`src/rtl/ysyx_ifq.sv`:
```
// ysyx_ifq: instruction fetch queue between the IFU and the IDU.
// A circular FIFO of {pc, inst, pre-decode} entries. Flush or reset
// empties the queue in one cycle. Handshake outputs come straight from
// registered state, so there is no combinational path from next_ready
// to ready_o and no bypass from inst_i to the head.
module ysyx_ifq #(
  parameter int DATA_W = 32,
  parameter int DEPTH  = 4
) (
  input  logic                       clk,
  input  logic                       rst,
  input  logic                       flush_i,
  input  logic                       prev_valid,
  input  logic [DATA_W-1:0]          inst_i,
  input  logic [DATA_W-1:0]          pc_i,
  output logic                       ready_o,
  output logic                       valid_o,
  output logic [DATA_W-1:0]          inst_o,
  output logic [DATA_W-1:0]          pc_o,
  output logic [3:0]                 pdec_o,
  input  logic                       next_ready,
  output logic [$clog2(DEPTH):0]     count_o
);

  localparam int PTR_W = $clog2(DEPTH);
  localparam int CNT_W = PTR_W + 1;
  localparam logic [CNT_W-1:0] FULL_CNT  = CNT_W'(DEPTH);
  localparam logic [CNT_W-1:0] EMPTY_CNT = CNT_W'(0);
  localparam logic [CNT_W-1:0] ONE_CNT   = CNT_W'(1);
  localparam logic [PTR_W-1:0] ONE_PTR   = PTR_W'(1);
  localparam logic [PTR_W-1:0] ZERO_PTR  = PTR_W'(0);

  // Pre-decode flags {is_fence_i, is_store, is_load, is_branch}.
  // Jumps and SYSTEM are grouped with branches because all of them can
  // redirect the fetch stream.
  function automatic logic [3:0] pre_decode(input logic [DATA_W-1:0] inst);
    logic [6:0] opcode;
    logic       is_branch;
    logic       is_load;
    logic       is_store;
    logic       is_fence_i;
    opcode     = inst[6:0];
    is_branch  = 1'b0;
    is_load    = 1'b0;
    is_store   = 1'b0;
    case (opcode)
      7'b1101111,
      7'b1100111,
      7'b1100011,
      7'b1110011: is_branch = 1'b1;
      7'b0000011: is_load   = 1'b1;
      7'b0100011: is_store  = 1'b1;
      default: begin
        is_branch = 1'b0;
        is_load   = 1'b0;
        is_store  = 1'b0;
      end
    endcase
    is_fence_i = (inst == DATA_W'(32'h0000100f));
    return {is_fence_i, is_store, is_load, is_branch};
  endfunction

  logic [DATA_W-1:0] inst_q [DEPTH];
  logic [DATA_W-1:0] pc_q   [DEPTH];
  logic [3:0]        pdec_q [DEPTH];

  logic [PTR_W-1:0]  wp_r;
  logic [PTR_W-1:0]  rp_r;
  logic [CNT_W-1:0]  cnt_r;
  logic [CNT_W-1:0]  cnt_nxt_s;
  logic              push_s;
  logic              pop_s;

  // Handshakes derive only from the registered occupancy.
  assign ready_o = (cnt_r != FULL_CNT);
  assign valid_o = (cnt_r != EMPTY_CNT);
  assign count_o = cnt_r;

  assign inst_o  = inst_q[rp_r];
  assign pc_o    = pc_q[rp_r];
  assign pdec_o  = pdec_q[rp_r];

  // A flush suppresses both handshakes, even if they are high.
  assign push_s = prev_valid & ready_o & ~flush_i;
  assign pop_s  = valid_o & next_ready & ~flush_i;

  // Next occupancy: simultaneous push and pop leave the count unchanged.
  always_comb begin
    cnt_nxt_s = cnt_r;
    case ({push_s, pop_s})
      2'b10:   cnt_nxt_s = cnt_r + ONE_CNT;
      2'b01:   cnt_nxt_s = cnt_r - ONE_CNT;
      default: cnt_nxt_s = cnt_r;
    endcase
  end

  // Pointer and count state; reset beats flush, flush beats push/pop.
  always_ff @(posedge clk) begin
    if (rst || flush_i) begin
      wp_r  <= ZERO_PTR;
      rp_r  <= ZERO_PTR;
      cnt_r <= EMPTY_CNT;
    end else begin
      if (push_s) begin
        wp_r <= wp_r + ONE_PTR;
      end
      if (pop_s) begin
        rp_r <= rp_r + ONE_PTR;
      end
      cnt_r <= cnt_nxt_s;
    end
  end

  // Entry storage; contents are never cleared, only the pointers are.
  always_ff @(posedge clk) begin
    if (push_s && !rst) begin
      inst_q[wp_r] <= inst_i;
      pc_q[wp_r]   <= pc_i;
      pdec_q[wp_r] <= pre_decode(inst_i);
    end
  end

endmodule

```
`config.mk`:
```
export PLATFORM = sky130hd
export DESIGN_NAME = ysyx_ifq
export DESIGN_NICKNAME = d
export VERILOG_FILES = /design/src/rtl/ysyx_ifq.sv
export SDC_FILE = /design/constraint.sdc
export NUM_CORES = 1
export LEC_CHECK = 0
export ABC_AREA = 1
export BUFFER_PORTS_ARGS = -buffer_cell sky130_fd_sc_hd__clkbuf_2
export CORE_ASPECT_RATIO = 1.5
export CORE_MARGIN = 1
export CORE_UTILIZATION = 55
export CTS_CLUSTER_DIAMETER = 150
export DETAILED_ROUTE_END_ITERATION = 8
export GPL_ROUTABILITY_DRIVEN = 0
export PLACE_DENSITY = 0.77
export SYNTH_ARGS = -nofsm -noshare
export SYNTH_HDL_FRONTEND = slang
export SYNTH_SLANG_ARGS = --single-unit
```
`constraint.sdc`:
```
create_clock -name clk -period 9.3 [get_ports clk]
set_input_delay 0.465 -clock clk [delete_from_list [all_inputs] [get_ports clk]]
set_output_delay 0.465 -clock clk [all_outputs]
set_load 0.05 [all_outputs]
```
==> results of run 1 <==
-- cell families (layout without fill, tap and decap cells) --
family                     count (synthesis)  after routing  synth area share, %
buffers and inverters                     68            217                 3.33
AOI/OAI and AO/OA                        212            212                 10.7
adders and majority gates                  6              6                0.770
DFF                                      281            281                 77.9
and+or+nand+nor                          203            203                 7.34
-- worst max-delay path by stage --
stage / from / to / slack (ns) / cells after the start
after detailed placement: flush_i / inst_q[0][8] / 6.29 / 6
after CTS: register / inst_o[27] / 5.83 / 5
after global routing: register / inst_o[31] / 5.63 / 5
after floorplan: count_o[1] / inst_q[0][0] / 4.45 / 5
final: register / pdec_o[3] / 5.83 / 5
after global placement: flush_i / inst_q[0][8] / 6.35 / 6
-- registers in the layout, summed over array words and instances (netlist names), named ones only --
name     flops
pc_q       128
pdec_q      16
wp_r         2
count_o      3
rp_r         2
inst_q     128
-- per-layer routing --
layer	part of all wire (%)	global-route usage, %	vias up	routed length (microns)
met5	0	0	-	0
met4	3.0	8.39	0	649
met3	5.8	4.07	47	1260
met2	53	38.4	212	11300
met1	38	25.3	3234	8220
li1	-	-	3103	-
-- synthesized netlist by cell type --
| library cell | instances |
|---|---|
| a21oi_1 | 6 |
| buf_2 | 14 |
| inv_6 | 1 |
| nor2_1 | 167 |
| nand4_1 | 1 |
| inv_2 | 2 |
| nor3b_1 | 1 |
| nand3_2 | 1 |
| dfxtp_1 | 9 |
| fa_1 | 1 |
| nand3_1 | 7 |
| o21ai_0 | 133 |
| o21ai_1 | 5 |
| or2_1 | 1 |
| clkbuf_1 | 11 |
| buf_6 | 9 |
| edfxtp_1 | 272 |
| nor3_1 | 1 |
| clkbuf_2 | 9 |
| nand2_1 | 24 |
| ha_1 | 5 |
| o22ai_1 | 68 |
| inv_1 | 22 |
-- critical path, stage by stage, from the launching register on --
cell,delay (ns)
dfxtp_2,0.31
buf_4,0.35
inv_2,0.93
o21ai_0,0.23
o22ai_1,0.30
clkbuf_2,0.34
-- through the flow --
step	hold slack, ns	total power [W]
after global placement	0.480	0.00154
after CTS	0.149	0.00254
after global routing	0.145	0.00260
final	0.164	0.00254
after floorplan	0.465	0.00150
after detailed placement	0.486	0.00154
-- cell usage in the layout (no fill, tap or decap), drive strengths merged --
cell type and instances:
a21oi 6, nand3 8, dfxtp 9, clkinv 11, o21ai 138, buf 6
nand4 1, nor2 167, bufinv 4, inv 26, ha 5, nor3b 1
clkbuf 170, nor3 1, nand2 24, o22ai 68, fa 1, edfxtp 272
or2 1
-- layout make-up --
type	instances	area (sq um)	share of cell area [%]
Inverter	25	98.8	0.798
Clock inverter	16	179	1.44
Tap cell	256	320	2.59
Clock buffer	29	641	5.17
Sequential cell	281	8350	67.4
Multi-Input combinational cell	421	2050	16.5
Timing Repair Buffer	147	751	6.06
-- power groups by stage --
stage | Sequential [W] | Clock [W] | Combinational [W]
2_1_floorplan | 0.00143 | 0 | 0.0000650
3_3_place_gp | 0.00143 | 0 | 0.000111
3_5_place_dp | 0.00143 | 0 | 0.000113
4_1_cts | 0.00140 | 0.00103 | 0.000114
5_1_grt | 0.00140 | 0.00108 | 0.000121
6_report | 0.00140 | 0.00102 | 0.000113
==> metrics.md, run 1 <==
| Metric | Value |
|---|---|
| Synth top area share | `76.2%` |
| Area Overhead vs Synth | `15.6%` |
| Maxcap violations | `0` |
| Logic pwr share | `under 10%` |
| Reg2Reg Capture Point | `inst_q[0][8]` |
| Run status | `complete, no violations` |
| DR WL/cell | `18.3 microns` |
| Via-per-instance ratio | `about 5.6` |
| Dpl ws | `6.29 ns` |
| Tcrit/Tclk final | `37.3%` |
| Maximum clock path buffer count | `3` |
| Worst-Skew Late Latency | `around 0.52 ns` |
| Post-layout minimum cycle time | `3.47 ns` |
| Setup TNS Final | `0 ns` |
| Clk sinks | `281` |
| Rows | `62` |
| Crit Reg-Reg Startpoint | `count_o[0]` |
| Switching share of power | `20.1%` |
| Root Buffer Master | `clkbuf_16` |
| Flop-to-flop setup slack | `6.57 ns` |
| Syn Std Cell Area | `10700 sq um` |
| Max VDD drop | `0.000149 V` |
| CTS tree | `built` |
| Initial core utilization | `56.2%` |
| Reg clk slew, reported paths | `0.06 ns` |
| Clk_skew | `0.0136 ns` |
| Setup violations, final | `0` |
| Initial antenna violation count | `0` |
| Internal | `0.00203 W` |
| DR iter-0 viols | `591` |
| Overflow after GRT | `0` |
| Hold path startpoint | `pc_i[28]` |
| Pwr Density | `between 200 and 250 nW/um^2` |
| Htree depth | `1` |
| P_leak | `4.38 nW` |
| Final ANT Viol Nets | `0` |
| Post-Layout Cell Count | `1175` |
| Layout cell share with drive strength beyond 1 | `around a fifth` |
| GRT Util Overall | `21.5%` |
| CP Data Arrival Time | `3.00 ns` |
| Register share of total power | `roughly 55%` |
| First-pass GRT wire length | `32600 microns` |
| Clock power frac | `40.3%` |
| RSZ-0062 raised after global routing | `false` |
| Antenna Cells | `0` |
| Via count | `6596` |
| Worst-Margin Slew | `1.13 ns` |
| Placed wire-length estimate | `around 12000 microns` |
| # DRC | `0` |
| Net count after synthesis | `845` |
| Final Net Count | `between 900 and 1000` |
| Psw | `between 0.0005 and 0.0006 W` |
| Synth cell types | `23` |
| Hold path cells | `1` |
| Post-route cell area | `12400 sq um` |
| Final slew viol count | `0` |
| Critical Path RT | `8.84 ns` |
| Cell Area, Placed | `11600 sq um` |
| CP Capture Type | `output port` |
| Final hold violation count | `0` |
| YS warnings | `0` |
| Cts repair resizes | `0` |
| Hold Crit Endpoint | `pc_q[3][28]` |
| Post-Route WL | `21500 microns` |
| Port buffer count | `141` |
| Post-synth top area cell | `edfxtp_1` |
| # fillers | `1447` |
| Die X | `116 microns` |
| Post-CTS setup buffer count | `0` |
| Relative slew slack | `24.2%` |
| Worst min-delay path class | `primary input to register` |
| Yosys reg bits | `281` |
| Syn avg cell area | `roughly 14 sq um` |
| Die span in y | `173 microns` |
| Sequential fraction of the synthesis area | `just under 80%` |
| Clock buffer count from CTS | `25` |
| Fmax | `0.288 GHz` |
| Die area | `about 20000 sq um` |
| # hold bufs at CTS | `0` |
| Number of global-route vias before repair | `6580` |
| Final Util | `approximately 65%` |
| Worst-case reg-to-reg path depth | `6` |
| Num ports | `142` |
| Core box area | `19100 sq um` |
| Crit Path Class | `register to output port` |
| Placed instance count | `1130` |
| First-pass detailed-route iteration total | `4` |
| Peak fanout along the critical path | `69` |
| Largest net degree at the start of global routing | `137` |
| Cells after synthesis | `770` |
| Setup WS post-layout | `5.83 ns` |
| Ranking of synthesized cells by area | `edfxtp_1 76%, o21ai_0 6.2%, nor2_1 5.8%` |
| Setup crit start kind | `register` |
(Power assumes the default switching activity.)
==> run 2: changes to the inputs <==
Settings changed: ABC_AREA 1 to 0.
Clock period 9.3 ns to 3.2 ns, I/O delays scaled along.
==> run 2 against run 1 <==
Sequential share of layout area down 2.8 points. Non-clock buffer count is 68 higher. Final area grew 4.3%. Via count decreased by 21%. Highest routed layer unchanged.
==> metrics.md, run 2 <==
| Metric | Value |
|---|---|
| Crit Path Class | `register to output port` |
| Final slew viol count | `0 (unchanged)` |
| Met3 GRT Util | `3.68% (-0.38 points)` |
| Setup violations, final | `0 (unchanged)` |
| GRT busiest layer | `met2` |
| Num ports | `142 (unchanged)` |
| GRT Util Overall | `20.1% (-1.4 points)` |
| Overflow after GRT | `0 (unchanged)` |
| CP Capture Type | `output port` |
| Tcrit/Tclk final | `79.3%` |
| Final Net Count | `732 (-25%)` |
| Dpl ws | `0.903 ns (-5.39 ns)` |
| Initial antenna violation count | `0 (unchanged)` |
| Sequential fraction of the synthesis area | `79.9% (+2.1 points)` |
| Core box area | `18500 sq um (-2.8%)` |
| Die X | `115 microns (-1.3%)` |
| Area Overhead vs Synth | `23.7%` |
| Final Util | `69.7% (+4.7 points)` |
| # hold bufs at CTS | `64 (+64)` |
| Final hold violation count | `0 (unchanged)` |
| Register share of total power | `55.3% (about the same)` |
| Via count | `5178 (-21%)` |
| Maxcap violations | `0 (unchanged)` |
| Post-layout minimum cycle time | `2.54 ns` |
| Net count after synthesis | `508 (-40%)` |
| P_leak | `4.32 nW (-1.5%)` |
| Most common cell after layout, fill and taps aside | `edfxtp_1` |
| # fillers | `1152 (-20%)` |
| YS warnings | `0 (unchanged)` |
| CTS tree | `built` |
| Hold path startpoint | `flush_i` |
| Antenna Cells | `0 (unchanged)` |
| Post-route cell area | `12900 sq um (+4.3%)` |
| Global Route met2 Usage | `35.4% (-3.0 points)` |
| Initial core utilization | `56.3% (+0.14 points)` |
| Maximum clock path buffer count | `3 (unchanged)` |
| DR iter-0 viols | `270 (-54%)` |
| Worst-Margin Slew | `0.995 ns (-0.140 ns)` |
| Worst min-delay path class | `primary input to register` |
| Largest net degree at the start of global routing | `69 (-50%)` |
| Clock buffer count from CTS | `24 (-4.0%)` |
| Most numerous cell in the Yosys netlist | `edfxtp_1` |
| Cts repair resizes | `0 (unchanged)` |
| Commonest cells in the netlist | `272 x edfxtp_1, 68 x mux4_2, 9 x dfxtp_1` |
| Synth Flop Type | `edfxtp_1` |
| Synth async-reset ratio | `0% (unchanged)` |
| Synth top area share | `78.2% (+2.0 points)` |
| Setup WS post-layout | `0.662 ns (-5.17 ns)` |
| Final ANT Viol Nets | `0 (unchanged)` |
| Syn avg cell area | `24.1 sq um (+73%)` |
| Synth cell types | `32 (+39%)` |
| Root Buffer Master | `clkbuf_16` |
| Logic pwr share | `4.8% (+0.3 points)` |
| Post-Route WL | `19200 microns (-10%)` |
| Placed wire-length estimate | `11500 microns (-3.8%)` |
| Yosys reg bits | `281 (unchanged)` |
| Number of global-route vias before repair | `5430 (-17%)` |
| Peak fanout along the critical path | `28 (-59%)` |
| Setup TNS Final | `0 ns (unchanged)` |
| Largest regs | `inst_q: 128 flops, pc_q: 128 flops, pdec_q: 16 flops` |
| Crit Reg-Reg Startpoint | `count_o[2]` |
| # DRC | `0 (unchanged)` |
| Post-CTS setup buffer count | `0 (unchanged)` |
| Via-per-instance ratio | `5.59 (-0.50%)` |
| Flop-to-flop setup slack | `0.87 ns (-5.70 ns)` |
| Setup crit start kind | `register` |
| DR WL/cell | `20.7 microns (+13%)` |
| Cells after synthesis | `433 (-44%)` |
| Port buffer count | `141 (unchanged)` |
| Worst-case reg-to-reg path depth | `9 (+3)` |
| EDFF count, synth | `272 (unchanged)` |
| Htree depth | `1 (unchanged)` |
| Psw | `0.00144 W (+180%)` |
| Relative slew slack | `33.7% (+9.4 points)` |
| Critical Path RT | `3.04 ns (-5.80 ns)` |
| Layout cell share with drive strength beyond 1 | `38.7% (+18 points)` |
| Cell Area, Placed | `11500 sq um (-0.87%)` |
| Post-synth top area cell | `edfxtp_1` |
| Rows | `61 (-1.6%)` |
| Reg clk slew, reported paths | `0.06 ns (about the same)` |
| Switching share of power | `19.5% (-0.51 points)` |
| Most frequent cells in the layout | `272 x edfxtp_1, 141 x clkbuf_2, 68 x mux4_2` |
| Clk_skew | `0.0126 ns (-0.00107 ns)` |
| Reg2Reg Capture Point | `count_o[2]` |
| Pwr Density | `570 nW/um^2 (+180%)` |
| M1 GR Usage | `25.1% (-0.20 points)` |
| Worst-Skew Late Latency | `0.51 ns (about the same)` |
| Die span in y | `171 microns (-1.3%)` |
| Internal | `0.00593 W (+190%)` |
| RSZ-0062 raised after global routing | `false` |
| Fmax | `~0.4 GHz` |
| Clk sinks | `281 (unchanged)` |
| Clock power frac | `39.9% (-0.4 points)` |
| Max VDD drop | `0.000539 V (+260%)` |
| Die area | `19600 sq um (-2.5%)` |
| First-pass detailed-route iteration total | `5 (+1)` |
| First-pass GRT wire length | `29100 microns (-10%)` |
| Hold Crit Endpoint | `wp_r[1]` |
| Run status | `complete, no violations` |
| CP Data Arrival Time | `2.38 ns (-0.62 ns)` |
| Ranking of synthesized cells by area | `edfxtp_1 78%, mux4_2 15%, dfxtp_1 1.7%` |
| Hold path cells | `4 (+3)` |
| Syn Std Cell Area | `10400 sq um (-2.6%)` |
run 2: layer usage:
metal / part of all wire (%) / wire length, microns
met5: 0 / 0
met1: 38 / 7260
met2: 54 / 10300
met4: 2.6 / 501
met3: 5.8 / 1120
run 2: worst max path at each step:
stage,from,endpoint
detailed placement,count_o[2],count_o[2]
floorplan,count_o[0],inst_q[2][0]
global placement,count_o[2],count_o[2]
global route,register,pc_o[16]
CTS,register,pc_o[16]
finish,register,inst_o[18]
run 2: power groups by stage:
stage	combinational, W	clock [W]	sequential [W]
after floorplan	0.000160	0	0.00415
after global placement	0.000279	0	0.00415
after detailed placement	0.000290	0	0.00415
after CTS	0.000354	0.00299	0.00407
after global routing	0.000373	0.00315	0.00407
final	0.000354	0.00294	0.00407
run 2: through the flow:
step	instances	total power [W]	hold slack (ns)
finish	927	0.00737	0.0432
CTS	927	0.00741	0.0165
global placement	819	0.00443	0.375
global route	927	0.00759	0.0567
detailed placement	819	0.00444	0.384
floorplan	433	0.00431	0.259
run 2: kinds of logic after synthesis:
logic type	Yosys count	synth area share, %
adder cells (fa/ha/maj)	6	0.791
XOR/XNOR	2	0.168
buffers and inverters	25	1.63
AO/OA/AOI/OAI	13	0.671
flip-flops	281	79.9
multiplexers	68	14.7
AND/OR/NAND/NOR	38	2.16
run 2: area by class of cell:
class                   count  area (sq um)  share of cell area (%)
flip-flops and latches    281          8360                    64.7
multi-input cells         127          1940                    15.0
repair buffers            215          1470                    11.4
clock buffers              35           683                    5.29
well taps                 252           315                    2.44
clock inverters             9           128                   0.988
inverters                   8          30.0                   0.232
run 2: critical path: stages, from the launching register on:
cell and delay [ns]:
dfxtp_4 0.73, buf_4 0.33, mux4_2 0.54, clkbuf_2 0.25
==> run 3: changes to the inputs <==
Clock period 3.2 ns to 2.5 ns, I/O delays scaled along.
==> run 3 against run 2 <==
Die area did not move. Combinational power rose by 30%. Count of clock-buffer cells in the layout fell by 4. Register-to-register slack got worse by 0.50 ns. Final area rose by 1.7%. Non-clock buffer count rose by 7. Sequential cell count did not move. Critical path type unchanged. Critical endpoint is now inst_o[22]. Largest cell class unchanged. Largest power group unchanged.
==> metrics.md, run 3 (synthesis results as in run 2) <==
| Metric | Value |
|---|---|
| Post-CTS setup buffer count | `0 (unchanged)` |
| Rows | `61 (unchanged)` |
| RSZ-0062 raised after global routing | `false` |
| Setup crit start kind | `register` |
| Number of global-route vias before repair | `5698 (+4.9%)` |
| Antenna Cells | `0 (unchanged)` |
| Most common cell after layout, fill and taps aside | `edfxtp_1` |
| Max VDD drop | `0.000665 V (+23%)` |
| Clk_skew | `0.00556 ns (-0.00700 ns)` |
| FF+latch area | `8360 sq um (about the same)` |
| Port buffer count | `141 (unchanged)` |
| Post-layout minimum cycle time | `between 2 and 2.5 ns` |
| Tcrit/Tclk final | `95.4%` |
| Overflow after GRT | `0 (unchanged)` |
| Die span in y | `171 microns (unchanged)` |
| Die X | `115 microns (unchanged)` |
| GRT Util Overall | `21.1% (+1.0 points)` |
| Final ANT Viol Nets | `0 (unchanged)` |
| Final slew viol count | `0 (unchanged)` |
| Via-per-instance ratio | `5.55 (-0.65%)` |
| Clock buffer count from CTS | `26 (+8.3%)` |
| Area Overhead vs Synth | `25.8%` |
| CP delay by family, top | `buffers and inverters` |
| Worst-Margin Slew | `0.592 ns (-0.403 ns)` |
| Relative slew slack | `60.0% (+26 points)` |
| Critical Path RT | `2.38 ns (-0.66 ns)` |
| Maximum clock path buffer count | `3 (unchanged)` |
| Hold path startpoint | `prev_valid` |
| DR iter-0 viols | `402 (+49%)` |
| Num ports | `142 (unchanged)` |
| # DRC | `0 (unchanged)` |
| # fillers | `1150 (-0.17%)` |
| Worst-Skew Late Latency | `0.52 ns (about the same)` |
| CTS tree | `built` |
| Slowest stage cell, crit path | `mux4_2` |
| CP Data Arrival Time | `2.26 ns (-0.12 ns)` |
| Htree depth | `1 (unchanged)` |
| Core box area | `18500 sq um (unchanged)` |
| CP cell instances | `buf_12, mux4_2, clkbuf_2` |
| Placed wire-length estimate | `12200 microns (+6.1%)` |
| Final Net Count | `741 (+1.2%)` |
| Peak fanout along the critical path | `39 (+39%)` |
| Via count | `5200 (+0.42%)` |
| Clk sinks | `281 (unchanged)` |
| Worst min-delay path class | `primary input to register` |
| Run status | `complete, no violations` |
| P_leak | `4.43 nW (+2.6%)` |
| Pwr Density | `748 nW/um^2 (+31%)` |
| Final hold violation count | `0 (unchanged)` |
| Crit Path Class | `register to output port` |
| Post-Route WL | `19900 microns (+3.5%)` |
| Initial core utilization | `56.3% (unchanged)` |
| Setup TNS Final | `0 ns (unchanged)` |
| Maxcap violations | `0 (unchanged)` |
| Die area | `19600 sq um (unchanged)` |
| Largest net degree at the start of global routing | `45 (-35%)` |
| First-pass GRT wire length | `30400 microns (+4.2%)` |
| Multi-input gate area | `1940 sq um (+0.26%)` |
| First-pass detailed-route iteration total | `5 (unchanged)` |
| Setup violations, final | `0 (unchanged)` |
| Largest regs | `inst_q: 128 flops, pc_q: 128 flops, pdec_q: 16 flops` |
| Layout cell share with drive strength beyond 1 | `39.4% (+0.75 points)` |
| DR WL/cell | `21.2 microns (+2.4%)` |
| Reg clk slew, reported paths | `0.06 ns (about the same)` |
| Fmax | `0.419 GHz` |
| Most frequent cells in the layout | `272 x edfxtp_1, 141 x clkbuf_2, 68 x mux4_2` |
| Crit Reg-Reg Startpoint | `count_o[1]` |
| Overall Power | `0.00983 W (+33%)` |
| Critical Path Max Stage Delay | `0.59 ns (-0.14 ns)` |
| Final hold slack | `0.0527 ns (+0.00950 ns)` |
| CP Capture Type | `output port` |
| Root Buffer Master | `clkbuf_16` |
| Initial antenna violation count | `0 (unchanged)` |
| Buf/Inv on CP | `2 (unchanged)` |
-- run 3: stage by stage --
| step | utilization [%] | instance area [sq um] | std cells | setup slack (ns) |
|---|---|---|---|---|
| detailed placement | 62.3 | 11500 | 823 | 0.207 |
| global route | 70.8 | 13100 | 937 | 0.000785 |
| global placement | 62.3 | 11500 | 823 | 0.357 |
| finish | 70.8 | 13100 | 937 | 0.115 |
| floorplan | - | 10500 | 433 | 0.0317 |
| CTS | 70.8 | 13100 | 937 | 0.0612 |
-- run 3: worst paths after layout --
check                                   to  slack [ns]  cells past startpoint
worst max-delay path            inst_o[22]        0.12                      3
worst min-delay path               wp_r[0]        0.05                      4
worst max register to register  count_o[2]        0.37                      9
worst min register to register    register        0.49                      2
-- run 3: per-layer routing --
layer | global-route usage, % | vias up | part of all wire, %
met2 | 37.4 | 194 | 53
met3 | 3.33 | 31 | 5.5
met4 | 8.64 | 0 | 2.5
met5 | 0 | - | 0
met1 | 25.9 | 2662 | 38
li1 | - | 2313 | -
-- run 3: power breakdown --
part / switching, W / internal [W] / leakage [nW]
Combinational: 0.000280 / 0.000180 / 1.45
Clock: 0.00158 / 0.00258 / 0.447
Sequential: 0.0000126 / 0.00520 / 2.53
-- run 3: layout make-up --
| type | count | area share [%] |
|---|---|---|
| Inverter | 8 | 0.229 |
| Tap cell | 252 | 2.40 |
| Clock buffer | 31 | 5.26 |
| Multi-Input combinational cell | 127 | 14.8 |
| Sequential cell | 281 | 63.6 |
| Timing Repair Buffer | 222 | 12.0 |
| Clock inverter | 16 | 1.70 |
-- run 3: what timing repair did --
item                                   in CTS  in global routing
hold buffers                               67                  0
setup endpoints to repair                   0                  1
gates resized for setup                     0                  1
endpoints found under the hold margin     261                  0
-- run 3: worst register-to-register path: stages, from the launching register on --
cell,delay [ns]
dfxtp_1,0.35
nor3b_2,0.30
inv_2,0.10
nand2_1,0.08
ha_1,0.19
inv_1,0.06
fa_1,0.38
xor2_1,0.17
or3_1,0.30
a21oi_1,0.13
